`src/rtl/switch_top_transpose.sv`:
```
// switch_top_transpose: pipelined N x N matrix transpose / pass-through over a log2(N)-stage block-swap network
// Ports: clk, rst (sync, active-high), ctrl (1 = transpose, 0 = pass-through, travels with its matrix),
//        input_matrix[row][col] in, output_matrix[row][col] out.
// Build option: SWITCH_TOP_OUT_REG_EN adds an output register (latency L+2, else L+1; L = log2(ROWS)).
module switch_top_transpose #(
    parameter int DATA_W = 8,
    parameter int ROWS   = 4,
    parameter int COLS   = 4
) (
    input  logic              clk,
    input  logic              rst,
    input  logic              ctrl,
    input  logic [DATA_W-1:0] input_matrix  [0:ROWS-1][0:COLS-1],
    output logic [DATA_W-1:0] output_matrix [0:ROWS-1][0:COLS-1]
);
    localparam int L = $clog2(ROWS);

    if (COLS != ROWS) begin : g_chk_cols
        $error("switch_top_transpose: COLS must equal ROWS");
    end
    if (ROWS < 2 || (1 << L) != ROWS) begin : g_chk_rows
        $error("switch_top_transpose: ROWS must be a power of two and at least 2");
    end

    logic [DATA_W-1:0] input_elements  [0:ROWS-1][0:COLS-1];
    logic [DATA_W-1:0] output_elements [0:ROWS-1][0:COLS-1];
    logic [DATA_W-1:0] prev    [1:L][0:ROWS-1][0:COLS-1];
    logic [DATA_W-1:0] stage_d [1:L][0:ROWS-1][0:COLS-1];
    logic [DATA_W-1:0] stage_q [1:L][0:ROWS-1][0:COLS-1];
    logic [L-1:0]      ctrl_d, ctrl_q;

    // ctrl_q[k-1] is the mode of the matrix currently entering stage k
    always_comb begin
        ctrl_d    = ctrl_q << 1;
        ctrl_d[0] = ctrl;
    end

    // Stage k swaps elements whose row and column differ in the bit of weight B,
    // moving (i,j) to (i^B, j^B); all other elements hold position.
    for (genvar k = 1; k <= L; k++) begin : g_stg
        localparam int B = 1 << (L - k);
        for (genvar i = 0; i < ROWS; i++) begin : g_row
            for (genvar j = 0; j < COLS; j++) begin : g_col
                localparam bit SW = ((i ^ j) & B) != 0;
                if (k == 1) begin : g_first
                    assign prev[k][i][j] = input_elements[i][j];
                end else begin : g_next
                    assign prev[k][i][j] = stage_q[k-1][i][j];
                end
                assign stage_d[k][i][j] = (SW && ctrl_q[k-1]) ? prev[k][i ^ B][j ^ B] : prev[k][i][j];
            end
        end
    end

    always_ff @(posedge clk) begin
        ctrl_q <= rst ? '0 : ctrl_d;
        for (int i = 0; i < ROWS; i++) begin
            for (int j = 0; j < COLS; j++) begin
                input_elements[i][j] <= rst ? '0 : input_matrix[i][j];
                for (int k = 1; k <= L; k++) begin
                    stage_q[k][i][j] <= rst ? '0 : stage_d[k][i][j];
                end
            end
        end
    end

`ifdef SWITCH_TOP_OUT_REG_EN
    always_ff @(posedge clk) begin
        for (int i = 0; i < ROWS; i++) begin
            for (int j = 0; j < COLS; j++) begin
                output_elements[i][j] <= rst ? '0 : stage_q[L][i][j];
            end
        end
    end
`else
    always_comb begin
        for (int i = 0; i < ROWS; i++) begin
            for (int j = 0; j < COLS; j++) begin
                output_elements[i][j] = stage_q[L][i][j];
            end
        end
    end
`endif

    always_comb begin
        for (int i = 0; i < ROWS; i++) begin
            for (int j = 0; j < COLS; j++) begin
                output_matrix[i][j] = output_elements[i][j];
            end
        end
    end
endmodule

```
`config.mk`:
```
export PLATFORM = sky130hd
export DESIGN_NAME = switch_top_transpose
export DESIGN_NICKNAME = d
export VERILOG_FILES = /design/src/rtl/switch_top_transpose.sv
export SDC_FILE = /design/constraint.sdc
export NUM_CORES = 1
export LEC_CHECK = 0
export BUFFER_PORTS_ARGS = -buffer_cell sky130_fd_sc_hd__clkbuf_2
export CELL_PAD_IN_SITES_DETAIL_PLACEMENT = 1
export CELL_PAD_IN_SITES_GLOBAL_PLACEMENT = 1
export CORE_MARGIN = 8
export CORE_UTILIZATION = 47
export CTS_BUF_LIST = sky130_fd_sc_hd__clkbuf_4
export DETAILED_ROUTE_END_ITERATION = 10
export GPL_TIMING_DRIVEN = 0
export PLACE_DENSITY_LB_ADDON = 0.1
export SYNTH_ARGS = -nofsm -noshare
export SYNTH_HDL_FRONTEND = slang
export SYNTH_SLANG_ARGS = --single-unit
export TNS_END_PERCENT = 100
```
`constraint.sdc`:
```
create_clock -name clk -period 1.75 [get_ports clk]
set_input_delay 0.2625 -clock clk [delete_from_list [all_inputs] [get_ports clk]]
set_output_delay 0.2625 -clock clk [all_outputs]
set_load 0.03 [all_outputs]
```
==> results of run 1 <==
## power by group through the flow
stage / Clock, mW / Sequential, mW / Combinational [mW]
3_5_place_dp: 0 / 9.50 / 1.20
2_1_floorplan: 0 / 9.65 / 0.557
3_3_place_gp: 0 / 9.48 / 1.17
4_1_cts: 7.36 / 9.30 / 1.44
5_1_grt: 7.95 / 9.35 / 1.56
6_report: 7.28 / 9.32 / 1.45
## what timing repair did
| item | CTS | global route |
|---|---|---|
| setup endpoints to repair | 0 | 0 |
| endpoints found under the hold margin | 129 | 0 |
| hold buffers | 129 | 0 |
| buffers inserted | 0 | 0 |
## metrics by stage
step / hold slack (ns) / util, % / cell area (um2) / instances / worst slack (ns)
2_1_floorplan: 0.3907 / - / 11460 / 957 / 0.7532
3_3_place_gp: 0.4154 / 54.55 / 13150 / 1538 / 0.3933
3_5_place_dp: 0.4247 / 54.55 / 13150 / 1538 / 0.3607
4_1_cts: 0.05490 / 64.56 / 15560 / 1812 / 0.1534
5_1_grt: 0.07727 / 64.57 / 15570 / 1813 / 0.07974
6_report: 0.1118 / 64.59 / 15570 / 1814 / 0.1819
## synth_stat cells
master and count:
sky130_fd_sc_hd__buf_4 3, sky130_fd_sc_hd__nor2b_1 258, sky130_fd_sc_hd__buf_6 11, sky130_fd_sc_hd__buf_2 38
sky130_fd_sc_hd__nor2_1 128, sky130_fd_sc_hd__mux2i_1 128, sky130_fd_sc_hd__clkbuf_1 5, sky130_fd_sc_hd__dfxtp_1 386
## path summary, 6_finish.rpt
kind                       start                 to  slack (ns)  cells past startpoint
setup / recovery  stage_q[2][14]  output_matrix[14]        0.18                      1
hold / removal               rst          ctrl_q[1]        0.11                      3
setup reg to reg       ctrl_q[0]     stage_q[1][72]        0.41                      4
hold reg to reg   stage_q[1][17]     stage_q[2][17]        0.41                      1
## area by class of cell
class	count	area [um2]	share of cell area (%)
tap	324	405.4	2.604
sequential	386	7727	49.63
timing repair buffer	386	2577	16.56
antenna	2	5.005	0.03215
multi-input combinational	514	3376	21.68
clock inverter	13	131.4	0.8438
buffer	57	355.3	2.282
clock buffer	132	991.0	6.365
## per-layer routing
| metal | share of wire (%) | global-route usage [%] | vias up |
|---|---|---|---|
| li1 | - | - | 3998 |
| met1 | 39 | 25.15 | 3996 |
| met2 | 52 | 43.27 | 279 |
| met3 | 5.9 | 6.050 | 84 |
| met4 | 3.6 | 11.92 | 0 |
| met5 | 0 | 0 | - |
## kinds of logic (layout without fill, tap and decap cells)
kind of cell,after synthesis,count (layout),synth area share (%)
DFF,386,386,67.44
muxes,128,128,11.18
buffers and inverters,57,588,3.101
other,0,2,0
and+or+nand+nor,386,386,18.28
## sequential cells by signal, indices dropped and copies added, names as in the netlist
signal	flops
ctrl_q	2
stage_q	256
input_elements	128
==> run_summary.xml, run 1 <==
<?xml version="1.0" encoding="UTF-8"?>
<metrics>
  <group name="run_status">
    <metric name="outcome" unit="">finished clean</metric>
  </group>
  <group name="min_path">
    <metric name="hold_path_class" unit="">in -&gt; reg</metric>
  </group>
  <group name="timing">
    <metric name="fin_worst_skew" unit="ns">0.04484</metric>
    <metric name="layout_worst_path_cycle_share" unit="%">89.61</metric>
    <metric name="relSlewSlack" unit="%">47.55</metric>
    <metric name="finish_stage_setup_viols" unit="">0</metric>
    <metric name="clock.fmax" unit="MHz">637.7</metric>
    <metric name="finalHoldViolations" unit="">0</metric>
    <metric name="worstMarginPinSlew" unit="ns">0.7867</metric>
    <metric name="final.setup.tns" unit="ns">0</metric>
    <metric name="report.final.slew_viol_count" unit="">0</metric>
    <metric name="period_needed" unit="ns">1.568</metric>
    <metric name="grt_setup_unrepaired" unit="">no</metric>
  </group>
  <group name="routing">
    <metric name="wl_per_cell" unit="um">19.18</metric>
    <metric name="starting_drt_drc_count" unit="">257</metric>
    <metric name="dr.pass1.iters" unit="">4</metric>
    <metric name="detail-route-antenna-nets" unit="">0</metric>
    <metric name="drt_drc_violations_left" unit="">0</metric>
    <metric name="viasPerCell" unit="">4.607</metric>
    <metric name="via_count" unit="">8357</metric>
    <metric name="detail_route.wirelength" unit="um">34790</metric>
  </group>
  <group name="critical_path">
    <metric name="worst_ep_required_time" unit="ns">1.49</metric>
    <metric name="start_kind" unit="">flip-flop</metric>
    <metric name="critical_path.max_fanout" unit="">1</metric>
    <metric name="crit_chain" unit="">clkbuf_2</metric>
    <metric name="category_of_the_most_critical_setup_path" unit="">reg -&gt; out</metric>
    <metric name="worst-endpoint-arrival" unit="ns">1.31</metric>
    <metric name="timing.critical_path.buf_inv" unit="">1</metric>
    <metric name="critPathSlowestCell" unit="">sky130_fd_sc_hd__dfxtp_1</metric>
    <metric name="max_stage_delay" unit="ns">0.38</metric>
    <metric name="critPathCaptureType" unit="">output port</metric>
    <metric name="cpLargestDelayFamily" unit="">flip-flops</metric>
  </group>
  <group name="power">
    <metric name="share_seq_of_total_power" unit="%">51.6</metric>
    <metric name="p_sw" unit="mW">4.358</metric>
    <metric name="combPwrFrac" unit="%">8.0</metric>
    <metric name="clkPwrFrac" unit="%">40.3</metric>
    <metric name="static_leakage" unit="nW">6.929</metric>
    <metric name="pwr_density_cell" unit="nW/um2">1160</metric>
    <metric name="finalPower" unit="mW">18.05</metric>
    <metric name="ir_worst_vdd" unit="mV">0.5985</metric>
    <metric name="power.internal" unit="mW">13.70</metric>
    <metric name="swShare" unit="%">24.14</metric>
  </group>
  <group name="floorplanning">
    <metric name="die_w" unit="um">172.1</metric>
    <metric name="dieHeight" unit="um">172.1</metric>
    <metric name="area_of_the_core_region" unit="um2">24110</metric>
    <metric name="count_of_boundary_i_o_pins" unit="">259</metric>
    <metric name="number_of_placement_rows" unit="">57</metric>
    <metric name="floorplan.die_area" unit="um2">29630</metric>
    <metric name="starting_utilization_of_the_core_area" unit="%">47.53</metric>
  </group>
  <group name="clocking">
    <metric name="cts_htree_levels" unit="">3</metric>
    <metric name="cts_root_buf" unit="">sky130_fd_sc_hd__clkbuf_4</metric>
    <metric name="clockBufferDepth" unit="">3</metric>
    <metric name="cts-buffers-inserted" unit="">94</metric>
    <metric name="tritoncts_num_sinks" unit="">386</metric>
    <metric name="post_cts_resized" unit="">0</metric>
    <metric name="cts_tree" unit="">done</metric>
    <metric name="worst_path_clk_slew" unit="ns">0.08</metric>
    <metric name="clock_latency_on_the_worst_skew_pair" unit="ns">0.70</metric>
  </group>
  <group name="synthesis">
    <metric name="synth_nets" unit="">1088</metric>
    <metric name="cell_type_with_the_largest_total_area_after_synthesis" unit="">sky130_fd_sc_hd__dfxtp_1</metric>
    <metric name="synthTopCellsByArea" unit="">sky130_fd_sc_hd__dfxtp_1 67%, sky130_fd_sc_hd__nor2b_1 14%, sky130_fd_sc_hd__mux2i_1 11%, sky130_fd_sc_hd__nor2_1 4.2%, sky130_fd_sc_hd__buf_2 1.7%</metric>
    <metric name="yosysSeqAreaShare" unit="%">67.44</metric>
    <metric name="syn-mean-instance-area" unit="um2">11.97</metric>
    <metric name="synthesis.area" unit="um2">11460</metric>
    <metric name="synth_warnings" unit="">0</metric>
    <metric name="netlist_instances" unit="">957</metric>
    <metric name="yosys.area.top_type_share" unit="%">67.44</metric>
    <metric name="synth_cell_types" unit="">8</metric>
    <metric name="ys_ff_latch" unit="">386</metric>
  </group>
  <group name="job">
    <metric name="max_cap_viol_count" unit="">0</metric>
  </group>
  <group name="placed_design">
    <metric name="numPortBuffers" unit="">257</metric>
    <metric name="place_congestion" unit="">0.7612</metric>
    <metric name="detailedPlacementHpwl" unit="um">21160</metric>
  </group>
  <group name="global_route">
    <metric name="grt_first_pass_wirelength" unit="um">53140</metric>
    <metric name="antenna_found_initial" unit="">1</metric>
    <metric name="grt.overflow.total" unit="">0</metric>
    <metric name="first_global_vias" unit="">9585</metric>
    <metric name="grtUsageTotal" unit="%">23.79</metric>
    <metric name="largest_net_degree_at_the_start_of_global_routing" unit="">14</metric>
  </group>
  <group name="finish">
    <metric name="layout.filler_cells" unit="">2615</metric>
    <metric name="layout.nets" unit="">1570</metric>
    <metric name="area_delta_synth_final" unit="%">35.87</metric>
    <metric name="drive_gt1_share" unit="%">30.11</metric>
    <metric name="mostFrequentLayoutCell" unit="">sky130_fd_sc_hd__dfxtp_1</metric>
    <metric name="layout_common_cells" unit="">386 x sky130_fd_sc_hd__dfxtp_1, 258 x sky130_fd_sc_hd__nor2b_1, 257 x sky130_fd_sc_hd__clkbuf_2</metric>
  </group>
</metrics>
(Power assumes the default switching activity.)
==> inputs of run 2 (changes only) <==
--- a/config.mk
+++ b/config.mk
@@ -14,6 +14,7 @@
 export DETAILED_ROUTE_END_ITERATION = 10
 export GPL_TIMING_DRIVEN = 0
 export PLACE_DENSITY_LB_ADDON = 0.1
+export REMOVE_ABC_BUFFERS = 1
 export SYNTH_ARGS = -nofsm -noshare
 export SYNTH_HDL_FRONTEND = slang
 export SYNTH_SLANG_ARGS = --single-unit
==> run 2 against run 1 <==
Against the previous run: core utilization down 0.75 points; global-route usage down 4.3 points; worst setup slack worse by 0.029 ns; maximum frequency shrank 1.8%; count of clock-buffer cells in the layout up 2; power fell by 1.4%; final cell count decreased by 1.8%; combinational power down 10%; sequential share of layout area grew 0.63 points; clock power decreased by 2%; clock skew shrank 0.0073 ns; worst hold slack better by 0.023 ns; critical path type unchanged; largest cell class unchanged.
==> run_summary.xml, run 2 (synthesis results as in run 1) <==
<?xml version="1.0" encoding="UTF-8"?>
<metrics>
  <group name="run_status">
    <metric name="outcome" unit="">finished clean</metric>
  </group>
  <group name="min_path">
    <metric name="hold_path_class" unit="">in -&gt; reg</metric>
  </group>
  <group name="critical_path">
    <metric name="start_kind" unit="">flip-flop</metric>
    <metric name="category_of_the_most_critical_setup_path" unit="">reg -&gt; out</metric>
    <metric name="critPathSlowestCell" unit="">sky130_fd_sc_hd__dfxtp_1</metric>
    <metric name="worst_ep_required_time" unit="ns">1.49</metric>
    <metric name="critPathCapture" unit="">output_matrix[120]</metric>
    <metric name="ff2ff_path_depth" unit="">3</metric>
    <metric name="crit_chain" unit="">clkbuf_2</metric>
    <metric name="r2r_slack" unit="ns">0.29</metric>
    <metric name="critPathLaunch" unit="">stage_q[2][120]</metric>
    <metric name="max_stage_delay" unit="ns">0.38</metric>
    <metric name="worst-path-stages" unit="">1</metric>
    <metric name="worstReg2RegStart" unit="">ctrl_q[0]</metric>
    <metric name="reg2reg_to" unit="">stage_q[1][73]</metric>
    <metric name="cpLargestDelayFamily" unit="">flip-flops</metric>
    <metric name="worst-endpoint-arrival" unit="ns">1.34</metric>
    <metric name="timing.critical_path.buf_inv" unit="">1</metric>
    <metric name="critical_path.max_fanout" unit="">1</metric>
    <metric name="critPathCaptureType" unit="">output port</metric>
  </group>
  <group name="power">
    <metric name="power.internal" unit="mW">13.49</metric>
    <metric name="swShare" unit="%">24.25</metric>
    <metric name="share_seq_of_total_power" unit="%">52.4</metric>
    <metric name="finalPower" unit="mW">17.80</metric>
    <metric name="ir_worst_vdd" unit="mV">0.6957</metric>
    <metric name="clkPwrFrac" unit="%">40.3</metric>
    <metric name="static_leakage" unit="nW">6.760</metric>
    <metric name="combPwrFrac" unit="%">7.3</metric>
    <metric name="pwr_density_cell" unit="nW/um2">1157</metric>
    <metric name="p_sw" unit="mW">4.317</metric>
  </group>
  <group name="routing">
    <metric name="dr.pass1.iters" unit="">4</metric>
    <metric name="viasPerCell" unit="">4.466</metric>
    <metric name="drt_drc_violations_left" unit="">0</metric>
    <metric name="via_count" unit="">7959</metric>
    <metric name="detail_route.wirelength" unit="um">28560</metric>
    <metric name="starting_drt_drc_count" unit="">193</metric>
    <metric name="wl_per_cell" unit="um">16.03</metric>
    <metric name="detail-route-antenna-nets" unit="">0</metric>
  </group>
  <group name="finish">
    <metric name="fin_cells" unit="">1782</metric>
    <metric name="largest_register" unit="">stage_q</metric>
    <metric name="layout.nets" unit="">1520</metric>
    <metric name="drive_gt1_share" unit="%">27.92</metric>
    <metric name="area_delta_synth_final" unit="%">34.29</metric>
    <metric name="mostFrequentLayoutCell" unit="">sky130_fd_sc_hd__dfxtp_1</metric>
    <metric name="largest_reg_flops" unit="">256</metric>
    <metric name="biggestRegsByFlops" unit="">stage_q: 256 flops, input_elements: 128 flops, ctrl_q: 2 flops</metric>
    <metric name="layout_common_cells" unit="">384 x sky130_fd_sc_hd__dfxtp_1, 258 x sky130_fd_sc_hd__nor2b_1, 257 x sky130_fd_sc_hd__clkbuf_2</metric>
  </group>
  <group name="timing">
    <metric name="finalHoldViolations" unit="">0</metric>
    <metric name="period_needed" unit="ns">1.598</metric>
    <metric name="fin_worst_skew" unit="ns">0.03758</metric>
    <metric name="relSlewSlack" unit="%">53.20</metric>
    <metric name="whs" unit="ns">0.1345</metric>
    <metric name="finish_stage_setup_viols" unit="">0</metric>
    <metric name="final.setup.tns" unit="ns">0</metric>
    <metric name="layout_worst_path_cycle_share" unit="%">91.29</metric>
    <metric name="grt_setup_unrepaired" unit="">no</metric>
    <metric name="clock.fmax" unit="MHz">626.0</metric>
    <metric name="report.final.slew_viol_count" unit="">0</metric>
    <metric name="worstMarginPinSlew" unit="ns">0.7020</metric>
  </group>
  <group name="global_route">
    <metric name="grt.overflow.total" unit="">0</metric>
    <metric name="antenna_found_initial" unit="">5</metric>
    <metric name="largest_net_degree_at_the_start_of_global_routing" unit="">154</metric>
    <metric name="grt_first_pass_wirelength" unit="um">45030</metric>
    <metric name="grtUsageTotal" unit="%">19.48</metric>
    <metric name="first_global_vias" unit="">8962</metric>
  </group>
  <group name="placed_design">
    <metric name="place_congestion" unit="">0.6882</metric>
    <metric name="placedCellCount" unit="">1486</metric>
    <metric name="numPortBuffers" unit="">258</metric>
    <metric name="detailedPlacementHpwl" unit="um">15330</metric>
  </group>
  <group name="floorplanning">
    <metric name="starting_utilization_of_the_core_area" unit="%">47.53</metric>
    <metric name="count_of_boundary_i_o_pins" unit="">259</metric>
    <metric name="dieHeight" unit="um">172.1</metric>
    <metric name="area_of_the_core_region" unit="um2">24110</metric>
    <metric name="floorplan.die_area" unit="um2">29630</metric>
    <metric name="die_w" unit="um">172.1</metric>
    <metric name="number_of_placement_rows" unit="">57</metric>
  </group>
  <group name="job">
    <metric name="max_cap_viol_count" unit="">0</metric>
  </group>
  <group name="clocking">
    <metric name="clock_latency_on_the_worst_skew_pair" unit="ns">0.69</metric>
    <metric name="cts_root_buf" unit="">sky130_fd_sc_hd__clkbuf_4</metric>
    <metric name="cts_tree" unit="">done</metric>
    <metric name="worst_path_clk_slew" unit="ns">0.08</metric>
    <metric name="cts_htree_levels" unit="">3</metric>
    <metric name="clockBufferDepth" unit="">3</metric>
    <metric name="tritoncts_num_sinks" unit="">386</metric>
    <metric name="cts-buffers-inserted" unit="">96</metric>
    <metric name="post_cts_resized" unit="">0</metric>
  </group>
</metrics>
run 2: changes by cell type in the layout (fill, tap and decap cells not counted), sizes merged:
| cell | delta |
|---|---|
| buf | -48 |
| bufinv | -2 |
| clkbuf | -2 |
| clkinv | +18 |
| clkinvlp | +1 |
| diode | +2 |
| inv | -1 |
run 2: area by class of cell:
type                    instances  area, um2
fillers                      2602       8718
flip-flops and latches        386       7735
multi-input cells             514       3376
repair buffers                391       2701
clock buffers                 134       1006
well taps                     324      405.4
clock inverters                29      153.9
diodes                          4      10.01
run 2: layer usage:
layer	track usage (%)	vias to the layer above	wire length (um)
met4	8.771	2	715
met1	19.51	3706	10760
met3	8.470	57	2593
met2	34.58	266	14480
li1	-	3928	-
met5	0	-	12
run 2: worst register-to-register path: cells and delay by family, from the launching register on:
kind	cells	cell delay [ns]
buf+inv	1	0.31
simple gates	1	0.05
flops	1	0.64
mux	1	0.28
run 2: power groups by stage:
stage	registers, mW	clock network [mW]	logic (mW)
2_1_floorplan	9.70	0	0.383
3_3_place_gp	9.54	0	1.03
3_5_place_dp	9.51	0	1.04
4_1_cts	9.32	7.34	1.28
5_1_grt	9.36	7.94	1.41
6_report	9.33	7.17	1.30
run 2: worst min-delay path by stage:
stage / to / slack (ns) / cells after the start / from
6_report: input_elements[2][13] / 0.13 / 2 / rst
3_3_place_gp: stage_q[2][67] / 0.42 / 1 / stage_q[1][67]
5_1_grt: input_elements[2][13] / 0.13 / 2 / rst
3_5_place_dp: stage_q[1][45] / 0.42 / 1 / input_elements[2][13]
2_1_floorplan: ctrl_q[0] / 0.33 / 1 / rst
4_1_cts: stage_q[1][120] / 0.11 / 2 / rst
run 2: through the flow:
step                setup WS [ns]  util, %  instance area (um2)
floorplan                  -1.021        -                11100
global placement           -4.393    53.10                12800
detailed placement        -0.4051    53.62                12930
CTS                        0.1319    63.79                15380
global route              0.04820    63.83                15390
finish                     0.1525    63.83                15390
run 2: what timing repair did:
| action | CTS | global route |
|---|---|---|
| hold endpoints to repair | 129 | 0 |
| setup buffers | 0 | 0 |
| hold buffers | 129 | 0 |
